### src/rtl/branch_pc_unit.sv
// branch_pc_unit: PC register and fetch-request stage. Resolves beq/bne/j
// redirects into the next fetch address and buffers a redirect that arrives
// while fetch cannot advance, so it is applied on the next accepted fetch.
module branch_pc_unit #(
  parameter logic [31:0] RESET_PC = 32'h0000_0000,
  parameter int unsigned CNT_W    = 16
) (
  input  logic             clk_i,
  input  logic             rst_i,
  input  logic             branch_i,
  input  logic             bne_i,
  input  logic             zero_i,
  input  logic             jump_i,
  input  logic [31:0]      br_pc4_i,
  input  logic [31:0]      shifted_offset_i,
  input  logic [25:0]      jump_field_i,
  input  logic             stall_i,
  input  logic             imem_ready_i,
  output logic [31:0]      pc_o,
  output logic [31:0]      pc_plus4_o,
  output logic             fetch_valid_o,
  output logic             flush_o,
  output logic [CNT_W-1:0] redirect_cnt_o
);

  // state | meaning
  // BOOT  | first cycle after reset, no fetch request issued
  // RUN   | fetch requests issued every cycle
  typedef enum logic {BOOT = 1'b0, RUN = 1'b1} state_t;

  state_t           state_q, state_d;
  logic [31:0]      pc_q, pc_d;
  logic [31:0]      pc_plus4_q, pc_plus4_d;
  logic             flush_q, flush_d;
  logic [CNT_W-1:0] cnt_q, cnt_d;
  logic             pend_v_q, pend_v_d;
  logic [31:0]      pend_tgt_q, pend_tgt_d;

  logic        advance;
  logic        taken;
  logic        req;
  logic [31:0] br_tgt;
  logic [31:0] req_tgt;

  assign fetch_valid_o = (state_q == RUN);
  assign advance       = fetch_valid_o & imem_ready_i & ~stall_i;
  assign taken         = branch_i & (zero_i ^ bne_i);
  assign req           = jump_i | taken;
  assign br_tgt        = br_pc4_i + shifted_offset_i;
  // Jump has priority when decode flags both; low two bits are never fetchable.
  assign req_tgt       = jump_i ? {br_pc4_i[31:28], jump_field_i, 2'b00}
                                : {br_tgt[31:2], 2'b00};

  // State register and all registered datapath/outputs, synchronous reset.
  always_ff @(posedge clk_i) begin
    if (rst_i) begin
      state_q    <= BOOT;
      pc_q       <= RESET_PC;
      pc_plus4_q <= RESET_PC + 32'd4;
      flush_q    <= 1'b0;
      cnt_q      <= '0;
      pend_v_q   <= 1'b0;
      pend_tgt_q <= '0;
    end else begin
      state_q    <= state_d;
      pc_q       <= pc_d;
      pc_plus4_q <= pc_plus4_d;
      flush_q    <= flush_d;
      cnt_q      <= cnt_d;
      pend_v_q   <= pend_v_d;
      pend_tgt_q <= pend_tgt_d;
    end
  end

  // Next-state: FSM step, next PC selection, pending buffer and redirect count.
  always_comb begin
    state_d    = state_q;
    pc_d       = pc_q;
    pc_plus4_d = pc_plus4_q;
    flush_d    = 1'b0;
    cnt_d      = cnt_q;
    pend_v_d   = pend_v_q;
    pend_tgt_d = pend_tgt_q;

    case (state_q)
      BOOT:    state_d = RUN;
      RUN:     state_d = RUN;
      default: state_d = BOOT;
    endcase

    if (advance) begin
      if (req) begin
        pc_d    = req_tgt;
        flush_d = 1'b1;
      end else if (pend_v_q) begin
        pc_d    = pend_tgt_q;
        flush_d = 1'b1;
      end else begin
        pc_d    = pc_plus4_q;
      end
      pc_plus4_d = pc_d + 32'd4;
      pend_v_d   = 1'b0;
    end else if (req) begin
      // Latest redirect wins if several arrive while fetch is held.
      pend_v_d   = 1'b1;
      pend_tgt_d = req_tgt;
    end

    if (flush_d && (cnt_q != {CNT_W{1'b1}})) begin
      cnt_d = cnt_q + 1'b1;
    end
  end

  assign pc_o           = pc_q;
  assign pc_plus4_o     = pc_plus4_q;
  assign flush_o        = flush_q;
  assign redirect_cnt_o = cnt_q;

endmodule

### config.mk
export PLATFORM = sky130hd
export DESIGN_NAME = branch_pc_unit
export DESIGN_NICKNAME = d
export VERILOG_FILES = /design/src/rtl/branch_pc_unit.sv
export SDC_FILE = /design/constraint.sdc
export NUM_CORES = 1
export LEC_CHECK = 0
export ABC_AREA = 1
export ABC_CLOCK_PERIOD_IN_PS = 2700
export BUFFER_PORTS_ARGS = -buffer_cell sky130_fd_sc_hd__buf_2
export CORE_MARGIN = 4
export CORE_UTILIZATION = 56
export CTS_BUF_LIST = sky130_fd_sc_hd__clkbuf_8 sky130_fd_sc_hd__clkbuf_16
export CTS_CLUSTER_SIZE = 20
export DETAILED_ROUTE_END_ITERATION = 8
export PLACE_DENSITY = 0.91
export SYNTH_ARGS = -nofsm -noshare
export SYNTH_HDL_FRONTEND = slang
export SYNTH_SLANG_ARGS = --single-unit
### constraint.sdc
create_clock -name clk_i -period 2.7 [get_ports clk_i]
set_input_delay 0 -clock clk_i [delete_from_list [all_inputs] [get_ports clk_i]]
set_output_delay 0 -clock clk_i [all_outputs]
set_load 0.01 [all_outputs]
==> results.toml <==
[placed_design]
dpl-instance-area_um2 = 9239
post-place-ws_ns = 0.07282
dpl.cell_count = 1699
dpl.hpwl_um = 19440
place_congestion = 0.9574
port_buffers = 175

[run]
drv_cap = 0

[detailed_routing]
first_iter_violations = 837
routed-wl-met2_um = 11880
vias = 9382
drt-pass1-iter-count = 6
maxUsedRoutingLayer = "met4"
drt_wl_total_um = 24990
ant_nets = 0
routedWlPerCell_um = 14.54
viasPerCell = 5.458
wl_met3_um = 1934
m1WireLength_um = 10440
drc = 0

[worst_setup_path]
worstPathCellList = "inv_1, nor2_4, a22oi_1, nand2_2, ha_1, inv_1, nor2_1, nand2_1, nor2_4, nand3_1, nor2_2, nand2_1, nand3_1, nand2_1, nor2_1"
cp_max_fo = 10
cpPeakStageDelay_ns = 0.39
critPathSlowestCell = "dfxtp_1"
cpMostUsedCell = "nand2_1"
worstReg2RegEnd = "pc_plus4_o[28]$_SDFFE_PP0P_"
worstSetupPathType = "reg -> reg"
r2r_slack_ns = 0.30
crit_required_ns = 2.99
worst_ep_arrival_time_ns = 2.69
worst_setup_path_start_kind = "register"
reg2regPathDepth = 15
rr_startpoint = "pend_v_q$_SDFFE_PP0N_"
cp-end-kind = "register"

[yosys]
ys_seq_area_frac = 0.2665
synth_top_family_by_area = "simple AND/OR/NAND/NOR gates"
synth_flop_cell = "dfxtp_1"
synthMuxAreaShare = 0
synth_compound_area_frac = 0.1342
synthArstFlopShare = 0
synthSimpleGateAreaFrac = 0.4141
synth_edf_count = 0
ys_types = 45
syn_avg_cell_area_um2 = 5.994
netlist_instances = 1366
synth_xor_area_frac = 0.007488
synth_adder_area_share = 0.04890
ys_ff_latch = 109
netlist_area_um2 = 8188
synth_warnings = 0

[finish]
fin_area_um2 = 9604
ff_latch_area_um2 = 2182
layout_commonest_cell = "nand2_1"
final_cells = 1719
layout_common_cells = "nand2_1 (441), inv_1 (212), buf_2 (175), nor2_1 (115), nand3_1 (114)"
fin_nets = 1664
area_growth_pct = 17.30
multi_input_area_um2 = 4979
fillers = 1256
drive_gt1_frac = 0.1865
fin_util = 0.6813
antenna_cells = 0

[timing]
setup_viol = 0
fin_worst_skew_ns = 0.006548
layout_setup_ws_ns = 0.3021
slew_violations = 0
rsz0062_at_grt = "false"
hold_viol = 0
holdWs_ns = 0.01280
period_share = 0.8881
tightest_slew_ns = 0.8300
fmax_ghz = 0.4170
slew-limit-headroom = 0.4467
min_period_ns = 2.398
tns_ns = 0

[hold_path]
min_path_type = "in -> reg"
min_to = "pend_tgt_q[4]$_SDFFE_PP0P_"
worstHoldStart = "jump_field_i[2]"
hold_depth = 5

[global_route]
antenna_found_initial = 0
grt_use_total = 0.2973
grt_overflow_total = 0
grt_pass1_wl_um = 40700
grt_max_degree = 47
grt_pass1_vias = 8928

[floorplanning]
die_area_um2 = 16620
core_region_area_um2 = 14100
initial_core_util = 0.5809
num_io_pins = 180
num_rows = 43
die_x_um = 128.9
fp.dieH_um = 128.9

[clock_tree]
cts.sinks = 109
cts_tree = "yes"
cts_root_buffer = "clkbuf_16"
ctsResizeCount = 0
clk_pin_slew_worst_paths_ns = 0.07
cts.htree.levels = 3
worst_skew_pair.late_latency_ns = 0.36
clock_path_buffers = 2
cts_made_buffers = 9

[power]
total_power_mw = 4.499
leakagePower_nw = 5.377
powerDensity_nw_per_um2 = 468.5
ir_drop_uv = 414.8

[run_status]
outcome = "complete, no violations"
[how the worst max path moves through the flow]
stage                     cells past startpoint                           start                         endpoint
after detailed placement                     22                     br_pc4_i[2]      pc_plus4_o[23]$_SDFFE_PP0P_
after global routing                         14  redirect_cnt_o[0]$_SDFFE_PP0P_  redirect_cnt_o[14]$_SDFFE_PP0P_
after floorplan                              20                     br_pc4_i[1]      pc_plus4_o[26]$_SDFFE_PP0P_
after global placement                       20                     br_pc4_i[6]      pc_plus4_o[23]$_SDFFE_PP0P_
after CTS                                    16           pend_v_q$_SDFFE_PP0N_      pc_plus4_o[26]$_SDFFE_PP0P_
final                                        15           pend_v_q$_SDFFE_PP0N_      pc_plus4_o[28]$_SDFFE_PP0P_
[flip-flops by register name, summed over array words and instances (netlist names)]
register        count
fetch_valid_o       1
flush_o             1
pc_o               30
pc_plus4_o         30
pend_tgt_q         30
pend_v_q            1
redirect_cnt_o     16
[final cells by class]
cell class	instances	share of cell area
Clock buffer	10	0.02488
Tap cell	180	0.02345
Inverter	221	0.08637
Sequential cell	109	0.2272
Clock inverter	6	0.008989
Timing Repair Buffer	197	0.1107
Multi-Input combinational cell	996	0.5184
[critical path: cells and delay by family, from the launching register on]
kind            cells  cell delay (ns)
flops               1             0.39
compound gates      1             0.16
fa+ha+maj           1             0.19
buf+inv             2             0.15
simple gates       11             1.41
[what timing repair did]
item / CTS / global route
setup buffers: 0 / 0
hold endpoints to repair: 4 / 0
hold buffers: 4 / 0
[power breakdown]
part	switching [mW]	internal (mW)
combinational	0.844	0.446
clock	0.607	0.837
sequential	0.0654	1.70
total	1.52	2.98
[per-layer routing]
metal | vias up | GRT usage
met4 | 0 | 0.1019
met3 | 73 | 0.04691
met1 | 4197 | 0.3724
met5 | - | 0
met2 | 432 | 0.5189
li1 | 4680 | -
[cells in the mapped netlist (6+ instances only)]
master | number | share of area
o211ai_1 | 26 | 0.024
nor2_1 | 118 | 0.054
a22oi_1 | 30 | 0.028
a21oi_1 | 46 | 0.028
ha_1 | 32 | 0.049
inv_1 | 212 | 0.097
a22o_1 | 7 | 0.0075
nand2_1 | 441 | 0.20
nor3_1 | 19 | 0.012
dfxtp_1 | 109 | 0.27
o21ai_0 | 44 | 0.027
nor2_2 | 10 | 0.0076
xor2_1 | 6 | 0.0064
nand2_2 | 23 | 0.018
buf_4 | 7 | 0.0064
nor2_4 | 7 | 0.0096
nand3_1 | 114 | 0.070
clkbuf_1 | 20 | 0.0092
buf_2 | 9 | 0.0055
nand4_1 | 15 | 0.011
or2_2 | 15 | 0.011
inv_2 | 9 | 0.0041
[logic make-up after synthesis]
| logic type | count (synthesis) |
|---|---|
| AND/OR/NAND/NOR | 779 |
| buffers and inverters | 264 |
| AO/OA/AOI/OAI | 174 |
| flip-flops | 109 |
| adder cells (fa/ha/maj) | 32 |
| XOR/XNOR | 7 |
| other | 1 |
(Power assumes the default switching activity.)
